### src/rtl/ps2_key_event_ctrl.sv
// ----------------------------------------------------------------------------
// ps2_key_event_ctrl
//
// Host-side controller that drains scan-code bytes from the ps2_keyboard
// receiver FIFO. It folds PS/2 set-2 prefixes (E0 extended, F0 break) into
// single key events and presents them on a valid/ready interface. Alongside
// the event stream it tracks the currently held key, marks typematic repeats,
// counts distinct presses and keeps sticky error / overflow flags.
//
// Parameters
//   CNT_W        width of press_count
//   DROP_REPEAT  nonzero: repeat makes are consumed silently, no event issued
//
// Ports
//   clk           system clock
//   rst_n         asynchronous active-low reset
//   kbd_data      byte from ps2_keyboard, valid while kbd_ready=1
//   kbd_ready     ps2_keyboard device_ready (byte available)
//   kbd_overflow  ps2_keyboard FIFO overflow indication
//   host_valid_n  0 = a byte is popped this cycle if kbd_ready=1
//   evt_valid     key event pending
//   evt_ready     consumer accepts the pending event
//   evt_code      scan code with prefixes stripped
//   evt_ext       code was E0-prefixed
//   evt_break     1 = release, 0 = make
//   evt_repeat    make of the key that is already held
//   press_count   count of non-repeat makes, wraps
//   held_valid    a key is currently held
//   held_code     scan code of the held key
//   held_ext      extended flag of the held key
//   err_sticky    protocol error seen since last clear
//   ovf_sticky    kbd_overflow seen since last clear
//   clr_sticky    synchronous clear of both sticky flags
// ----------------------------------------------------------------------------
module ps2_key_event_ctrl #(
    parameter int unsigned CNT_W       = 8,
    parameter int unsigned DROP_REPEAT = 0
) (
    input  logic             clk,
    input  logic             rst_n,
    input  logic [7:0]       kbd_data,
    input  logic             kbd_ready,
    input  logic             kbd_overflow,
    output logic             host_valid_n,
    output logic             evt_valid,
    input  logic             evt_ready,
    output logic [7:0]       evt_code,
    output logic             evt_ext,
    output logic             evt_break,
    output logic             evt_repeat,
    output logic [CNT_W-1:0] press_count,
    output logic             held_valid,
    output logic [7:0]       held_code,
    output logic             held_ext,
    output logic             err_sticky,
    output logic             ovf_sticky,
    input  logic             clr_sticky
);

    // FSM encoding
    localparam logic [2:0] S_IDLE   = 3'd0;
    localparam logic [2:0] S_EXT    = 3'd1;
    localparam logic [2:0] S_BRK    = 3'd2;
    localparam logic [2:0] S_EXTBRK = 3'd3;
    localparam logic [2:0] S_OUT    = 3'd4;

    // Special bytes of the set-2 protocol
    localparam logic [7:0] B_EXT   = 8'hE0;
    localparam logic [7:0] B_BRK   = 8'hF0;
    localparam logic [7:0] B_PAUSE = 8'hE1;
    localparam logic [7:0] B_ERR0  = 8'h00;
    localparam logic [7:0] B_ERR1  = 8'hFF;

    logic [2:0]       state_q, state_d;
    logic             host_valid_n_q, host_valid_n_d;

    logic [7:0]       evt_code_q, evt_code_d;
    logic             evt_ext_q, evt_ext_d;
    logic             evt_break_q, evt_break_d;
    logic             evt_repeat_q, evt_repeat_d;

    logic [CNT_W-1:0] press_count_q, press_count_d;
    logic             held_valid_q, held_valid_d;
    logic [7:0]       held_code_q, held_code_d;
    logic             held_ext_q, held_ext_d;

    logic             err_q, err_d;
    logic             ovf_q, ovf_d;

    logic             accept;
    logic             bad_byte;
    logic             cur_ext;
    logic             cur_brk;
    logic             held_match;
    logic             is_repeat;
    logic             drop_repeat;
    logic             proto_err;
    logic             form_event;

    // A byte is popped only while the handshake is open and data is present.
    assign accept   = !host_valid_n_q && kbd_ready;

    // 00 / FF are keyboard error indications; E1 (pause) is not supported.
    assign bad_byte = (kbd_data == B_ERR0) || (kbd_data == B_ERR1) ||
                      (kbd_data == B_PAUSE);

    // Prefix context accumulated so far for the byte being accepted.
    assign cur_ext  = (state_q == S_EXT) || (state_q == S_EXTBRK);
    assign cur_brk  = (state_q == S_BRK) || (state_q == S_EXTBRK);

    assign held_match  = held_valid_q &&
                         ({held_ext_q, held_code_q} == {cur_ext, kbd_data});
    assign is_repeat   = !cur_brk && held_match;
    assign drop_repeat = (DROP_REPEAT != 0) && is_repeat;

    // Prefix / state decoding
    always_comb begin
        state_d    = state_q;
        proto_err  = 1'b0;
        form_event = 1'b0;

        case (state_q)
            S_IDLE, S_EXT, S_BRK, S_EXTBRK: begin
                if (accept) begin
                    if (bad_byte) begin
                        proto_err = 1'b1;
                        state_d   = S_IDLE;
                    end else if (kbd_data == B_EXT) begin
                        // A second E0 mid-sequence restarts the extended sequence.
                        proto_err = (state_q != S_IDLE);
                        state_d   = S_EXT;
                    end else if (kbd_data == B_BRK) begin
                        // Duplicate F0 keeps the break context unchanged.
                        state_d = cur_ext ? S_EXTBRK : S_BRK;
                    end else begin
                        form_event = 1'b1;
                        state_d    = drop_repeat ? S_IDLE : S_OUT;
                    end
                end
            end
            S_OUT: begin
                if (evt_ready) begin
                    state_d = S_IDLE;
                end
            end
            default: begin
                state_d = S_IDLE;
            end
        endcase
    end

    // Event fields, held-key tracking and press counting
    always_comb begin
        evt_code_d    = evt_code_q;
        evt_ext_d     = evt_ext_q;
        evt_break_d   = evt_break_q;
        evt_repeat_d  = evt_repeat_q;
        press_count_d = press_count_q;
        held_valid_d  = held_valid_q;
        held_code_d   = held_code_q;
        held_ext_d    = held_ext_q;

        // A dropped repeat leaves every piece of state untouched.
        if (form_event && !drop_repeat) begin
            evt_code_d   = kbd_data;
            evt_ext_d    = cur_ext;
            evt_break_d  = cur_brk;
            evt_repeat_d = is_repeat;

            if (!cur_brk) begin
                held_valid_d = 1'b1;
                held_code_d  = kbd_data;
                held_ext_d   = cur_ext;
                if (!is_repeat) begin
                    press_count_d = press_count_q + CNT_W'(1);
                end
            end else if (held_match) begin
                // Release of some other key leaves the held key in place.
                held_valid_d = 1'b0;
            end
        end
    end

    // Sticky flags: a same-cycle set takes priority over the clear.
    always_comb begin
        err_d = proto_err || (err_q && !clr_sticky);
        ovf_d = kbd_overflow || (ovf_q && !clr_sticky);
    end

    // Handshake closes exactly while an event is held for the consumer.
    always_comb begin
        host_valid_n_d = (state_d == S_OUT);
    end

    always_ff @(posedge clk or negedge rst_n) begin
        if (!rst_n) begin
            state_q        <= S_IDLE;
            host_valid_n_q <= 1'b1;
            evt_code_q     <= 8'h00;
            evt_ext_q      <= 1'b0;
            evt_break_q    <= 1'b0;
            evt_repeat_q   <= 1'b0;
            press_count_q  <= '0;
            held_valid_q   <= 1'b0;
            held_code_q    <= 8'h00;
            held_ext_q     <= 1'b0;
            err_q          <= 1'b0;
            ovf_q          <= 1'b0;
        end else begin
            state_q        <= state_d;
            host_valid_n_q <= host_valid_n_d;
            evt_code_q     <= evt_code_d;
            evt_ext_q      <= evt_ext_d;
            evt_break_q    <= evt_break_d;
            evt_repeat_q   <= evt_repeat_d;
            press_count_q  <= press_count_d;
            held_valid_q   <= held_valid_d;
            held_code_q    <= held_code_d;
            held_ext_q     <= held_ext_d;
            err_q          <= err_d;
            ovf_q          <= ovf_d;
        end
    end

    assign host_valid_n = host_valid_n_q;
    assign evt_valid    = (state_q == S_OUT);
    assign evt_code     = evt_code_q;
    assign evt_ext      = evt_ext_q;
    assign evt_break    = evt_break_q;
    assign evt_repeat   = evt_repeat_q;
    assign press_count  = press_count_q;
    assign held_valid   = held_valid_q;
    assign held_code    = held_code_q;
    assign held_ext     = held_ext_q;
    assign err_sticky   = err_q;
    assign ovf_sticky   = ovf_q;

endmodule

### config.mk
export PLATFORM = sky130hd
export DESIGN_NAME = ps2_key_event_ctrl
export DESIGN_NICKNAME = d
export VERILOG_FILES = /design/src/rtl/ps2_key_event_ctrl.sv
export SDC_FILE = /design/constraint.sdc
export NUM_CORES = 1
export LEC_CHECK = 0
export CAP_MARGIN = 25
export CORE_MARGIN = 1.5
export CORE_UTILIZATION = 35
export CTS_CLUSTER_DIAMETER = 120
export DETAILED_ROUTE_END_ITERATION = 6
export PLACE_DENSITY = 0.59
export SETUP_SLACK_MARGIN = 0.02
export SLEW_MARGIN = 20
export SYNTH_ARGS = -nofsm -noshare
export SYNTH_HDL_FRONTEND = slang
export SYNTH_SLANG_ARGS = --single-unit
export TNS_END_PERCENT = 30
### constraint.sdc
create_clock -name clk -period 2.3 [get_ports clk]
set_clock_uncertainty 0.15 [all_clocks]
set_input_delay 0.69 -clock clk [delete_from_list [all_inputs] [get_ports clk]]
set_output_delay 0.69 -clock clk [all_outputs]
set_load 0.02 [all_outputs]
==> impl_metrics.toml <==
[global_routing]
grt_pass1_wl_mm = 7.15
grt_overflow = 0
grt_pass1_vias = 1484
grt_max_degree = 36
grt_usage_pct = 18.0
antenna_found_initial = 0

[drt]
drt_first_pass_iters = 4
avgViaCountPerCell = 4.94
ant_nets = 0
wl_met2_mm = 2.06
num_vias = 1407
wl_per_cell_um = 15.0
wl_mm = 4.27
wl_met3_um = 192
drt_iter0_markers = 60
drt-met1-wl_mm = 1.93
drc_errors = 0
top_layer = "met4"

[floorplan]
start_util_pct = 36.3
die_w_um = 72.8
coreArea_um2 = 4690
die_h_um = 72.8
boundaryPins = 47
placementRows = 25
design.die.area_um2 = 5290

[cts]
clock_latency_ps = 290
cts_tree = "yes"
clkSinkCount = 35
root_buffer = "clkbuf_8"
cts_buffer_depth = 2
htree_levels = 2
cts.hold.buffers_added = 0
numCtsBuffers = 5
clk_pin_slew_worst_paths_ps = 60

[layout]
nets = 245
layout_common_cells = "35 x clkdlybuf4s50_1, 33 x dfrtp_1, 32 x nand2_1"
layout-drive-gt1-share_pct = 29.0
final_util_pct = 53.4
antenna_cells = 0
areaGrowthSynthToFinish_pct = 47.2
layout_commonest_cell = "clkdlybuf4s50_1"

[timing]
fin_crit_sh_pct = 97.6
grt_setup_unrepaired = "true"
setup_violations = 0
fmax_mhz = 446
slew_headroom_pct = 70.7
slew_violations = 0
min_period_ps = 2240
hold_viol_final = 0
fin_ws_ps = 55.8
worst_slew_pin_slew_ps = 440
finalSetupTns_ps = 0

[placed_design]
io_buffers = 46
dp_hpwl_mm = 3.14
pre_cts_ws_ps = -559
globalplace.congestion = 0.887

[run_status]
status = "finished, final reports clean"

[synth]
synth_area_leaders = "dfrtp_1 50%, nand2_1 7.1%, xnor2_1 6.7%"
synth_flop_cell = "dfrtp_1"
synthArstFlopShare_pct = 100
netlist_instances = 156
synth_area_um2 = 1700
synth-edff-count = 0
synth.avg_cell_area_um2 = 10.9
yosys.area.top_type_share_pct = 50.0
yosys_warnings = 0
netlist.top_cell.by_area = "dfrtp_1"
ys_types = 41
ys_ff_latch = 35
syn_nets = 171
ys_seq_area_share_pct = 51.5

[setup_path]
slowest_delay_ps = 530
cp.arrival_ps = 2260
crit_family = "simple AND/OR/NAND/NOR gates"
worstPathCellList = "dlygate4sd2_1, xnor2_1, nand3_1, or4_4, buf_4, nor3b_2, xor2_1"
startpoint_type = "primary input"
crit_slowest_cell = "or4_4"
end_kind = "flop"
worstSetupPathType = "primary input to flop"
path_buf_inv = 2
required_ps = 2320
worstPathMaxFanout = 8

[power]
p_leak_uw = 0.00114
power.density_nw_per_um2 = 1230
vdd_drop_max_uv = 549

[worst_hold_path]
hp-class = "flop to flop"

[job]
cap_violations = 0
[Yosys cell counts (2+ instances only)]
library cell and number:
buf_2 3, dfrtp_1 34, xnor2_1 13, inv_1 3, nor3_1 2, nand3_1 7, mux2_4 7, or3_2 2
nand2_1 32, or4_1 2, xor2_1 3, o21a_1 2, nor2_1 10, nand4_1 5, o31ai_1 2, mux2_2 4
[cells by family (layout without fill, tap and decap cells)]
family / count (synthesis) / after routing / synth area share, %
and+or+nand+nor: 71 / 71 / 20.6
DFF: 35 / 35 / 51.5
xor gates and xnor gates: 16 / 16 / 8.23
AOI/OAI and AO/OA: 13 / 13 / 5.95
muxes: 11 / 11 / 8.82
buffers and inverters: 9 / 84 / 4.19
adders and majority gates: 1 / 1 / 0.735
[area by class of cell]
class	count	area (um^2)
clock inverters	3	15.0
well taps	54	67.6
clock buffers	5	68.8
flip-flops and latches	35	878
multi-input cells	112	811
repair buffers	73	656
fillers	416	2180
inverters	3	11.3
[sequential cells by signal, summed over array words and instances, names as in the netlist, 3 cells and up]
register	count
evt_code	8
held_code	8
press_count	8
state_q	3
[power breakdown]
group	total [uW]	internal, uW	switching [uW]
Combinational	1590	862	725
Sequential	1080	858	221
Clock	427	207	220
Total	3090	1930	1170
[metal layers]
metal,global-route usage (%),vias up
met2,29.0,32
li1,-,678
met5,0,-
met1,22.6,688
met3,4.70,9
met4,8.18,0
[stage by stage]
step / area, um^2 / power [uW] / hold slack [ps] / instances
2_1_floorplan: 1710 / 1900 / 244 / 156
3_3_place_gp: 2350 / 2560 / 314 / 272
3_5_place_dp: 2350 / 2590 / 316 / 272
4_1_cts: 2520 / 3140 / 329 / 286
5_1_grt: 2510 / 3290 / 348 / 285
6_report: 2510 / 3090 / 324 / 285
[repair_timing]
item / CTS / global route
setup endpoints to repair: 36 / 15
setup buffers: 5 / 0
endpoints found under the hold margin: 0 / 0
pin swaps: 6 / 5
gates resized for setup: 35 / 6
gates cloned: 1 / 0
[path summary, 6_finish.rpt]
check / cells after the start / end / start / slack (ps)
max in group asynchronous: 2 / host_valid_n$_DFF_PN1_ / rst_n / 980
worst max-delay path: 7 / press_count[4]$_DFFE_PN0P_ / kbd_data[2] / 60
worst min-delay path: 1 / press_count[7]$_DFFE_PN0P_ / press_count[7]$_DFFE_PN0P_ / 320
worst min register to register: 1 / press_count[7]$_DFFE_PN0P_ / press_count[7]$_DFFE_PN0P_ / 320
min in group asynchronous: 2 / held_code[2]$_DFFE_PN0P_ / rst_n / 670
worst max register to register: 6 / press_count[4]$_DFFE_PN0P_ / state_q[0]$_DFF_PN0_ / 260
Power figures use the tool's default switching activity.
